[config.mk]
export PLATFORM = sky130hd
export DESIGN_NAME = ref_block_fetcher
export DESIGN_NICKNAME = d
export VERILOG_FILES = /design/src/rtl/ref_block_fetcher.sv
export SDC_FILE = /design/constraint.sdc
export NUM_CORES = 1
export LEC_CHECK = 0
export CORE_MARGIN = 1
export CORE_UTILIZATION = 25
export CTS_BUF_LIST = sky130_fd_sc_hd__clkbuf_4
export CTS_CLUSTER_DIAMETER = 120
export DETAILED_ROUTE_END_ITERATION = 8
export GPL_TIMING_DRIVEN = 0
export SLEW_MARGIN = 20
export SYNTH_ARGS = -nofsm -noshare
export SYNTH_HDL_FRONTEND = slang
export SYNTH_SLANG_ARGS = --single-unit
[constraint.sdc]
create_clock -name i_clock -period 8.1 [get_ports i_clock]
set_input_delay 0.81 -clock i_clock [delete_from_list [all_inputs] [get_ports i_clock]]
set_output_delay 0.81 -clock i_clock [all_outputs]
set_load 0.02 [all_outputs]
[src/rtl/ref_block_fetcher.sv]
// ref_block_fetcher: collects one reference block as 64-bit word pairs, packs each
// pair into a 15-pixel row and hands the rows to the window shift register with a
// one-cycle active-low load strobe, followed by a block-done pulse.

`default_nettype none

module ref_block_fetcher #(
    parameter int unsigned ROWS          = 15,
    parameter int unsigned WORDS_PER_ROW = 2
) (
    input  logic         i_clock,
    input  logic         i_reset,
    input  logic         i_start,
    input  logic         i_abort,
    input  logic [63:0]  i_in_data,
    input  logic         i_in_valid,
    output logic         o_in_ready,
    output logic [119:0] o_row_out,
    output logic         o_load_L,
    output logic [3:0]   o_row_idx,
    output logic         o_busy,
    output logic         o_block_done
);

    localparam int unsigned PIX_W        = 8;
    localparam int unsigned WORD_W       = 64;
    localparam int unsigned PIX_PER_WORD = WORD_W / PIX_W;
    // one pixel of the second word is padding, so a row is one pixel short of two words
    localparam int unsigned ROW_PIX      = WORDS_PER_ROW * PIX_PER_WORD - 1;
    localparam int unsigned ROW_BITS     = ROW_PIX * PIX_W;
    localparam int unsigned HI_BITS      = ROW_BITS - WORD_W;
    localparam int unsigned CNT_W        = 4;
    localparam logic [CNT_W-1:0] LAST_ROW = CNT_W'(ROWS - 1);

    typedef enum logic [1:0] {
        ST_IDLE = 2'd0,
        ST_LO   = 2'd1,
        ST_HI   = 2'd2,
        ST_DONE = 2'd3
    } state_t;

    state_t               r_state;
    logic [CNT_W-1:0]     r_row_cnt;
    logic [WORD_W-1:0]    r_lo;
    logic [ROW_BITS-1:0]  r_row_out;
    logic                 r_load_L;
    logic [CNT_W-1:0]     r_row_idx;
    logic                 r_busy;
    logic                 r_block_done;

    logic                 w_in_ready;
    logic                 w_xfer;
    logic                 w_abort_act;
    logic                 w_last_row;
    logic [ROW_BITS-1:0]  w_row_next;

    // Word acceptance is a pure function of state; the transfer is the valid/ready handshake.
    assign w_in_ready  = (r_state == ST_LO) || (r_state == ST_HI);
    assign w_xfer      = i_in_valid && w_in_ready;
    assign w_abort_act = i_abort && (r_state != ST_IDLE);
    assign w_last_row  = (r_row_cnt == LAST_ROW);

    // Row assembly: first word is pixels 0-7, low 7 pixels of the second word are 8-14.
    assign w_row_next  = {i_in_data[HI_BITS-1:0], r_lo};

    // Fetch sequencer with all registered outputs.
    always_ff @(posedge i_clock or posedge i_reset) begin
        if (i_reset) begin
            r_state      <= ST_IDLE;
            r_row_cnt    <= '0;
            r_lo         <= '0;
            r_row_out    <= '0;
            r_load_L     <= 1'b1;
            r_row_idx    <= '0;
            r_busy       <= 1'b0;
            r_block_done <= 1'b0;
        end else begin
            r_load_L     <= 1'b1;
            r_block_done <= 1'b0;

            if (w_abort_act) begin
                r_state   <= ST_IDLE;
                r_row_cnt <= '0;
                r_busy    <= 1'b0;
            end else begin
                case (r_state)
                    ST_IDLE: begin
                        if (r_busy) begin
                            // block_done cycle: busy drops after the pulse
                            r_busy <= 1'b0;
                        end else if (i_start && !i_abort) begin
                            r_state   <= ST_LO;
                            r_row_cnt <= '0;
                            r_busy    <= 1'b1;
                        end
                    end
                    ST_LO: begin
                        if (w_xfer) begin
                            r_lo    <= i_in_data;
                            r_state <= ST_HI;
                        end
                    end
                    ST_HI: begin
                        if (w_xfer) begin
                            r_row_out <= w_row_next;
                            r_load_L  <= 1'b0;
                            r_row_idx <= r_row_cnt;
                            if (w_last_row) begin
                                r_row_cnt <= '0;
                                r_state   <= ST_DONE;
                            end else begin
                                r_row_cnt <= r_row_cnt + CNT_W'(1);
                                r_state   <= ST_LO;
                            end
                        end
                    end
                    ST_DONE: begin
                        r_block_done <= 1'b1;
                        r_state      <= ST_IDLE;
                    end
                    default: begin
                        r_state <= ST_IDLE;
                    end
                endcase
            end
        end
    end

    // Output drive.
    assign o_in_ready   = w_in_ready;
    assign o_row_out    = r_row_out;
    assign o_load_L     = r_load_L;
    assign o_row_idx    = r_row_idx;
    assign o_busy       = r_busy;
    assign o_block_done = r_block_done;

endmodule

`default_nettype wire
==> results.yml <==
run_status:
  outcome: "finished clean"
timing:
  drv_slew: 0
  hold_slack_ns: 0.491
  slew_headroom: 0.519
  tightest_slew_ns: 0.721
  setup_violations: 0
  fin_worst_skew_ns: 0.0229
  grt_setup_unrepaired: "false"
  fin_crit_ns: 3.11
  fmax_mhz: 322
  timing.final.crit_share: 0.384
  finalHoldViolCount: 0
synth:
  yosys_warnings: 0
  synthesis.nets: 534
  synth_top_family_by_area: "multiplexers"
  async_flop_share: 1.00
  ys.flop_type: "dfrtp_1"
  ys_ff_latch: 197
  synth-edff-count: 0
  synth_cells: 458
  synthAdderAreaFrac: 0.0116
  seq_area_frac_synth: 0.652
  syn_area_um2: 7560
  synth-xor-area-share: 0
  synth_compound_area_frac: 0.0154
  synth_mux_area_frac: 0.280
  ys_types: 30
  postSynthAreaPerCell_um2: 16.5
  synth-simple-area-share: 0.0200
layout:
  multi_input_area_um2: 2470
  areaGrowthSynthToFinish_pct: 35.8
  nFillCells: 2949
  antennaDiodeCount: 0
  ff_latch_area_um2: 4930
  fin_cells: 1076
  final_layout_size_suffix_gt1_frac: 0.296
  nets: 750
power_and_ir_drop:
  leakage_nw: 4.48
  p_per_area_nw_per_um2: 370
  vdd_drop_max_mv: 0.165
hold_path:
  worstHoldStart: "r_lo[60]$_DFFE_PP0P_"
  hold_path_depth: 1
  whs_endpoint: "o_row_out[60]$_DFFE_PP0P_"
  hold_path_class: "reg -> reg"
die:
  fp.dieH_um: 176
  core_um2: 29700
  num_rows: 63
  initial_core_util: 0.254
  die_area_um2: 30900
  ios: 197
  die_w_um: 176
critical_path:
  crit_slowest_cell: "clkdlybuf4s50_1"
  crit_buf_inv: 2
  r2r-start: "r_state[0]$_DFFE_PP0P_"
  r2r-end: "o_row_out[74]$_DFFE_PP0P_"
  critPathMaxStageDelay_ns: 0.68
  end_kind: "output port"
  ff2ff_path_depth: 6
  path_cells: "inv_1 > ha_1 > clkdlybuf4s50_1"
  crit_family: "buffers and inverters"
  start_kind: "register"
  crit_type: "reg -> out"
  worst-r2r-setup-slack_ns: 5.89
  crit_required_ns: 7.29
  crit_arrival_ns: 2.30
  worstPathMaxFanout: 6
route:
  viasPerCell: 4.19
  wirelength_mm: 16.9
  ant_nets: 0
  drt_iter0_drc: 182
  remaining_drc_errors: 0
  post_drt_wl_per_cell_um: 15.7
  via_count: 4508
  drt_first_pass_iters: 4
clocking:
  clk_pin_slew_ns: 0.16
  clock_latency_ns: 0.55
  cts.sinks: 197
  cts_buffers: 17
  clk_path_buf_depth: 2
  cts_tree: "done"
  htreeDepth: 4
  cts_hold_buf: 0
  cts_setup_buffers: 0
  post_cts_resized: 0
  cts_root_buf: "clkbuf_4"
grt:
  antenna_found_initial: 1
  first_global_vias: 4745
  overflow: 0
  grt_max_degree: 100
  grtUsageTotal: 0.114
  grt_first_pass_wirelength_mm: 27.0
placed_design:
  io_buffers: 196
  place_congestion: 0.705
  numPlacedInstances: 1045
  dp.final_hpwl_mm: 11.8
flow_run:
  maxCapViolCount: 0
[worst max path at each step]
stage / start / endpoint / slack, ns / cells after the start
5_1_grt: r_state[0]$_DFFE_PP0P_ / o_in_ready / 4.81 / 3
3_5_place_dp: i_in_valid / o_row_out[57]$_DFFE_PP0P_ / 5.41 / 5
4_1_cts: r_state[0]$_DFFE_PP0P_ / o_in_ready / 4.90 / 3
3_3_place_gp: i_reset / o_row_out[82]$_DFFE_PP0P_ / -0.97 / 2
6_report: r_state[0]$_DFFE_PP0P_ / o_in_ready / 4.99 / 3
2_1_floorplan: i_reset / o_block_done$_DFF_PP0_ / 1.92 / 1
[layer usage]
| metal | GRT usage | vias to the layer above | routed length [um] |
|---|---|---|---|
| met5 | 0 | - | 0 |
| met2 | 0.178 | 133 | 7830 |
| met1 | 0.147 | 2306 | 7730 |
| met4 | 0.0286 | 0 | 180 |
| met3 | 0.0429 | 12 | 1150 |
| li1 | - | 2057 | - |
[power by group]
part / leakage (nW) / switching (mW) / internal, mW
registers: 2.46 / 0.207 / 1.42
clock network: 0.131 / 0.349 / 0.128
logic: 1.89 / 0.779 / 0.915
[cells in the final DEF, fill, tap and decap left out, drive strengths merged, types with 2 or more instances in the layout]
cell / synthesis / layout
dfrtp: 196 / 196
o21ai: 3 / 3
nand3: 6 / 6
clkdlybuf4s50: 0 / 196
nor2: 4 / 4
mux2: 188 / 188
nand2b: 2 / 2
clkinv: 0 / 7
buf: 21 / 22
inv: 6 / 10
a21oi: 2 / 2
clkbuf: 0 / 19
nand2: 6 / 6
nand4: 3 / 3
o211ai: 2 / 2
ha: 7 / 7
[final cells by class]
cell class,instances,area share
buffer,21,0.0129
tap,390,0.0475
timing repair buffer,197,0.194
sequential,197,0.480
clock buffer,19,0.0139
clock inverter,12,0.00780
multi-input combinational,234,0.241
inverter,6,0.00293
[synthesized netlist by cell type (2+ instances only)]
library cell / instances / area share
o211ai_1: 2 / 0.0020
nor2_1: 4 / 0.0020
nand4_4: 2 / 0.0056
a21oi_1: 2 / 0.0013
ha_1: 7 / 0.012
buf_2: 16 / 0.011
inv_1: 6 / 0.0030
mux2_1: 42 / 0.063
o21ai_0: 3 / 0.0020
mux2_2: 146 / 0.22
buf_6: 4 / 0.0060
nand2_1: 6 / 0.0030
dfrtp_1: 196 / 0.65
nand3_1: 6 / 0.0040
[registers in the layout (all words and copies together) (netlist names)]
name,count
o_block_done,1
o_busy,1
r_lo,64
o_load_L,1
o_row_idx,4
r_state,2
r_row_cnt,4
o_row_out,120
[cells by family after synthesis]
logic type,count (synthesis)
DFF,197
and+or+nand+nor,23
AOI/OAI and AO/OA,16
buffers and inverters,27
adders and majority gates,7
muxes,188
[through the flow]
step	instance area [um^2]	TNS [ns]	setup slack, ns	util	total power [mW]
floorplan	7560	0	1.92	-	2.59
global placement	10000	-184.87	-0.968	0.337	3.34
detailed placement	10000	0	5.41	0.338	3.38
CTS	10300	0	4.90	0.345	3.87
global route	10300	0	4.81	0.345	4.05
finish	10300	0	4.99	0.345	3.80
(Power assumes the default switching activity.)
